`src/rtl/x_unloader.sv`:
```
// Captures one revolution of the x ring, restores solution order, drains it over valid/ready.
// Optional build macro X_UNLOAD_ROUND_EN: round-half-up fixed-point to integer on the output.
module x_unloader #(
    parameter int N          = 16,
    parameter int ROT_OFFSET = 0,
    parameter int FRAC       = 16,
    localparam int AW        = $clog2(N)
) (
    input  logic          clk,
    input  logic          rst,
    input  logic [31:0]   data_i,
    input  logic          start_i,
    output logic          out_valid_o,
    input  logic          out_ready_i,
    output logic [31:0]   out_data_o,
    output logic [AW-1:0] out_idx_o,
    output logic          out_last_o,
    output logic          busy_o,
    output logic          done_o
);

    typedef enum logic [1:0] {
        S_IDLE,
        S_CAPTURE,
        S_DRAIN
    } state_t;

    localparam logic [AW-1:0] ROT  = AW'(ROT_OFFSET);
    localparam logic [AW-1:0] LAST = AW'(N - 1);

    state_t        r_state;
    state_t        w_next_state;
    logic [31:0]   r_buf [N];
    logic [AW-1:0] r_cnt;
    logic [AW-1:0] w_widx;
    logic          w_wr;
    logic          w_hs;
    logic [AW-1:0] w_rd_next;
    logic          w_valid_next;
    logic          w_last_next;
    logic          w_done_next;
    logic [31:0]   w_word_next;

    function automatic logic [31:0] fmt(input logic [31:0] x);
`ifdef X_UNLOAD_ROUND_EN
        logic [32:0] s;
        logic [32:0] r;
        s = {x[31], x} + (33'd1 << (FRAC - 1));
        if (!x[31] && s[31])
            return 32'h7FFF_FFFF >> FRAC;
        r = $signed(s) >>> FRAC;
        return r[31:0];
`else
        return x;
`endif
    endfunction

    // r_cnt idles at 0 and wraps back to 0 after the last capture, so it doubles as word index k.
    assign w_widx = r_cnt + ROT;
    assign w_wr   = (r_state == S_IDLE && start_i) || (r_state == S_CAPTURE);
    assign w_hs   = out_valid_o && out_ready_i;

    always_ff @(posedge clk or posedge rst) begin
        if (rst)
            r_state <= S_IDLE;
        else
            r_state <= w_next_state;
    end

    always_comb begin
        w_next_state = r_state;
        case (r_state)
            S_IDLE:    if (start_i) w_next_state = S_CAPTURE;
            S_CAPTURE: if (r_cnt == LAST) w_next_state = S_DRAIN;
            S_DRAIN:   if (w_hs && out_idx_o == LAST) w_next_state = S_IDLE;
            default:   w_next_state = S_IDLE;
        endcase
    end

    always_comb begin
        w_rd_next    = '0;
        w_valid_next = 1'b0;
        w_done_next  = 1'b0;
        w_word_next  = '0;
        case (r_state)
            S_CAPTURE: begin
                if (r_cnt == LAST) begin
                    w_valid_next = 1'b1;
                    // Final capture word may land in slot 0 on this very edge.
                    w_word_next  = (w_widx == '0) ? data_i : r_buf[0];
                end
            end
            S_DRAIN: begin
                if (w_hs && out_idx_o == LAST) begin
                    w_done_next = 1'b1;
                end else begin
                    w_valid_next = 1'b1;
                    w_rd_next    = w_hs ? out_idx_o + 1'b1 : out_idx_o;
                    w_word_next  = r_buf[w_rd_next];
                end
            end
            default: ;
        endcase
        w_last_next = w_valid_next && (w_rd_next == LAST);
    end

    always_ff @(posedge clk or posedge rst) begin
        if (rst) begin
            out_valid_o <= 1'b0;
            out_data_o  <= '0;
            out_idx_o   <= '0;
            out_last_o  <= 1'b0;
            busy_o      <= 1'b0;
            done_o      <= 1'b0;
        end else begin
            out_valid_o <= w_valid_next;
            out_data_o  <= fmt(w_word_next);
            out_idx_o   <= w_rd_next;
            out_last_o  <= w_last_next;
            busy_o      <= (w_next_state != S_IDLE);
            done_o      <= w_done_next;
        end
    end

    always_ff @(posedge clk or posedge rst) begin
        if (rst) begin
            r_cnt <= '0;
            for (int unsigned i = 0; i < N; i++)
                r_buf[i] <= '0;
        end else if (w_wr) begin
            r_cnt         <= r_cnt + 1'b1;
            r_buf[w_widx] <= data_i;
        end
    end

endmodule

```
`config.mk`:
```
export PLATFORM = sky130hd
export DESIGN_NAME = x_unloader
export DESIGN_NICKNAME = d
export VERILOG_FILES = /design/src/rtl/x_unloader.sv
export SDC_FILE = /design/constraint.sdc
export NUM_CORES = 1
export LEC_CHECK = 0
export BUFFER_PORTS_ARGS = -buffer_cell sky130_fd_sc_hd__buf_2
export CORE_MARGIN = 4
export CORE_UTILIZATION = 39
export CTS_BUF_LIST = sky130_fd_sc_hd__clkbuf_2 sky130_fd_sc_hd__clkbuf_4 sky130_fd_sc_hd__clkbuf_8
export CTS_CLUSTER_DIAMETER = 50
export DETAILED_ROUTE_END_ITERATION = 10
export GPL_ROUTABILITY_DRIVEN = 1
export HOLD_SLACK_MARGIN = 0.03
export SKIP_LAST_GASP = 1
export SLEW_MARGIN = 20
export SYNTH_ARGS = -nofsm -noshare
export SYNTH_HDL_FRONTEND = slang
export SYNTH_SLANG_ARGS = --single-unit
```
`constraint.sdc`:
```
create_clock -name clk -period 19.95 [get_ports clk]
set_clock_uncertainty 0.05 [all_clocks]
set_input_delay 0.9975 -clock clk [delete_from_list [all_inputs] [get_ports clk]]
set_output_delay 0.9975 -clock clk [all_outputs]
set_load 0.005 [all_outputs]
```
# After elaboration in Yosys (flattened, before gate mapping)
# Cells that the tools add are included.
# totals
output_inout_bits	40
ff_bits	558
elab_cells	67
in_bits	36
# op_classes
mux	22
reduce_logical	9
n_eq_ne	5
n_bitwise	2
addsub	2
n_lt_le_gt_ge	3
# op_table
op	count
$bwmux 512	1
$mux 32	6
$bmux 32 s4	1
$demux 32 s4	1
$pmux 32 s2	1
$eq 4x4->1 const B	3
$mux 4	3
$ge 5x5->1 const B	2
$not 4->5	2
$add 4x1->4 const B	2
$mux 2	3
$pmux 2 s3	1
$logic_and 1x1->1	5
$lt 5x1->1 const B	1
$logic_not 4->1	1
$mux 1	4
$eq 2x1->1 const B	1
$eq 2x2->1 const B	1
$logic_not 2->1	1
$pmux 1 s2	1
$reduce_bool 2->1	1
$logic_or 1x1->1	1

# Logic depth before layout (Yosys ltp)
# logic_depth
depth_word	8
mapped_depth	11
depth_no_buf	7

# Worst setup path after synthesis
# Ideal clock, no wire load.
# synth_path
path_type	input port to flip-flop
start	in out_ready_i
end	reg out_data_o[6]
stages	8
setup_time_ns	0.125
slack_ns	17.402
t_arrival_ns	2.373
n_path_buf	2
cell_sequence	buf_4 -> and3_4 -> buf_2 -> nor2_2 -> mux4_2 -> o22ai_1 -> o21a_1 -> o21ai_1
# synth_via
elab_chain_cells	8
# synth_rtl
element	line	rtl
start: declaration	14	input logic out_ready_i,
$logic_and 1x1->1 (*)	61	assign w_hs = out_valid_o && out_ready_i;
$mux 4	98	w_rd_next = w_hs ? out_idx_o + 1'b1 : out_idx_o;
$not 4->5 (implied by the code)	99	w_word_next = r_buf[w_rd_next];
$bmux 32 s4	99	
$mux 32 (implied by the code) (2 in a row)	99	
$mux 32 (*)	94	if (w_hs && out_idx_o == LAST) begin
$pmux 32 s2 (*)	85	case (r_state)
net w_word_next[6]	42	logic [31:0] w_word_next;
end signal: assignment	117	out_data_o <= fmt(w_word_next);
end: declaration	15	output logic [31:0] out_data_o,
# The timed path passes the listed nets; every way through them passes the cells marked *. The select of a mux whose other input is x is not followed.
# A chain may end at the register's enable or synchronous reset.

# Final worst setup path
# layout_path
start	reg out_idx_o[0]
end	reg out_data_o[24]
# layout_via
elab_chain_cells	8
# layout_rtl
element	line	rtl
start: declaration	16	output logic [AW-1:0] out_idx_o,
start signal: assignment	118	out_idx_o <= w_rd_next;
$add 4x1->4	98	
$mux 4	98	
$not 4->5 (implied by the code)	99	
$bmux 32 s4	99	
$mux 32 (implied by the code) (2 in a row)	99	
$mux 32 (*)	94	
$pmux 32 s2 (*)	85	
net w_word_next[24]	42	
# Marked as above.

==> metrics <==
status complete, no violations; Die Y 276 um; Crit path max-delay family buffers and inverters; Max Root-Sink Buffers 3; RSZ-0062 raised after global routing no; actual slew at the worst max-slew pin 1.12 ns; post-synthesis xor/xnor area fraction 0.00183; synth top area cells dfrtp_1 (50%), mux2_2 (25%), o22ai_1 (3.6%); Worst path most repeated cell buf_4; Post-Syn Nets between 2k and 2.5k; fin. max-slew vios 0; RePlAce Congestion 0.808; Clk pin slew, worst setup/hold paths 0.06 ns; overall via count from detail_route 20.4k; Setup WS pre-CTS 15.61 ns; CTS root buffer clkbuf_8; Synth Area in Adders 0.00403; PortBufs 75; Final min period 4.45 ns; Top-Level Pins 76; Post-synth EDFFs 0; DR DRC count 0; FP Rows 97; #FFs+latches synth 558; Critical Path AT around 5.0 ns; total track usage 0.228; Cell variety after synth 63; share of layout cells above drive strength 1 0.415; CTS tree done; Core ar. 0.0705 mm^2; area share of the largest cell type after synthesis 0.499; Final WS setup 15.50 ns; Fillers 6,340; predominant post-synthesis flop cell dfrtp_1; most frequent cells in the layout mux2_2 (627), dfrtp_1 (556), o22ai_1 (160); Clock Latency Late Sink 0.68 ns; Finished Cell Area just over 0.03 mm^2; mux share of post-synthesis cell area 0.293; CTS Hold Bufs 0; sequential share of the synthesized area 0.499; Crit Path Max Fanout 73; crit end category register; die extent in x approximately 280 um; gr ovfl total 0; Critical Path RT between 20 and 25 ns; Compound-Gate Fraction of Synth Area 0.139; Critical-path top delay cell dfrtp_4; # setup viols final 0; max-cap check violation count 0; worst hold path type in2async; area used by multi-input combinational logic around 0.013 mm^2; Sequential Area approximately 0.014 mm^2; Wirelength per Cell between 20 and 30 um; PostCTS Resize Cnt 0; H-tree levels 3; Cell Area, Synth 0.0280 mm^2; Mean Syn Cell Area 12.2 um^2; CP cell instances buf_4 -> buf_4 -> mux2i_4 -> buf_4 -> o22ai_1 -> a211o_1 -> o211ai_1 -> a32o_1; WS Path Type reg2reg; Vias/cell 6.19; Inserted Clock Buffers 91; Synth Area in Simple Gates 0.0241; fin crit share 0.223; TNS Setup 0 ns; ys async rst share 1.00; clk sink count 558; Max Clk Rate 0.225 GHz; Detailed Place HPWL 48.1 mm; Bufs and invs on worst path 3; Power per Cell Area 141 mW/mm^2; max incr delay on CP 0.92 ns; Final ANT Viol Nets 0; Rel. slew slack 0.254; Die ar. 0.0761 mm^2; vias in the first global route 20.6k; Initial Util 0.397; initial antenna violation count 9; post-CTS setup buffer count 0; Mapped Cells 2,285; CP Launch Type register; maximum VDD drop 52.9 uV; initial drt markers 1,821; largest net degree at the start of global routing 172; Total Wirelength ~87 mm; Pre-antenna DRT Iters 5; Ys Warns 0; LEAKAGE 13.0 nW; most common cell after layout, fill and taps aside mux2_2; Final #Nets roughly 2.3k; largest family of logic cells by synthesized area multiplexers; area grow syn2layout 10.6%; first-pass GRT wire length 132 mm; final hold vios 0; DP Area roughly 0.029 mm^2; largest area contributor in the netlist dfrtp_1; total power 4.37 mW
[kinds of logic after synthesis]
logic type | Yosys count
multiplexers | 721
AND/OR/NAND/NOR | 142
adder cells (fa/ha/maj) | 9
AO/OA/AOI/OAI | 616
buffers and inverters | 234
flip-flops | 558
XOR/XNOR | 5
[worst paths after layout]
path	startpoint	endpoint	slack (ns)	cells after the start
setup / recovery	out_idx_o[0]	out_data_o[24]	15.50	8
hold / removal	rst	r_buf[47]	0.40	2
hold reg to reg	r_buf[278]	r_buf[278]	0.45	1
max in group asynchronous	rst	r_buf[283]	17.17	4
min in group clk	r_buf[278]	r_buf[278]	0.45	1
setup reg to reg	out_idx_o[0]	out_data_o[24]	15.50	8
[registers in the layout, summed over array words and instances (netlist names)]
| register | flops |
|---|---|
| r_buf | 512 |
| out_data_o | 32 |
| out_idx_o | 4 |
| r_cnt | 4 |
| r_state | 2 |
| busy_o | 1 |
| done_o | 1 |
| out_last_o | 1 |
| out_valid_o | 1 |
[through the flow]
step | cells | utilization | hold WS, ns
detailed placement | 3128 | 0.412 | 0.443
global route | 3288 | 0.438 | 0.455
CTS | 3285 | 0.438 | 0.388
finish | 3291 | 0.438 | 0.396
global placement | 3128 | 0.412 | 0.432
floorplan | 2285 | - | 0.423
[metal layers]
| metal | GRT usage | vias up | wire (um) |
|---|---|---|---|
| met4 | 0.0942 | 2 | 3240 |
| met2 | 0.367 | 829 | 40700 |
| met5 | 0 | - | 13 |
| li1 | - | 8617 | - |
| met1 | 0.306 | 10697 | 37500 |
| met3 | 0.0416 | 224 | 5940 |
[layout make-up]
cell class,instances,share of cell area
Antenna cell,5,0.000405
Inverter,16,0.00219
Sequential cell,558,0.452
Clock buffer,151,0.0587
Multi-Input combinational cell,1493,0.423
Tap cell,940,0.0380
Timing Repair Buffer,122,0.0247
Clock inverter,6,0.00134
[power by group]
group          internal [mW]  leakage, nW  switching, mW  total [mW]
clock                  0.569        0.989          0.455        1.02
sequential              1.66         6.86          0.361        2.03
combinational          0.765         5.12          0.556        1.32
total                   3.00         13.0           1.37        4.37
[synthesized netlist by cell type, drive strengths merged, types with 19 or more instances]
cell type,instances
o21ai,123
mux2,627
nor2,35
a211oi,54
a21oi,143
a2bb2oi,22
nand2,58
o31ai,19
buf,131
clkbuf,87
mux2i,78
dfrtp,558
o22ai,160
o221ai,23
Note: power is estimated with default switching activity, not from simulation.
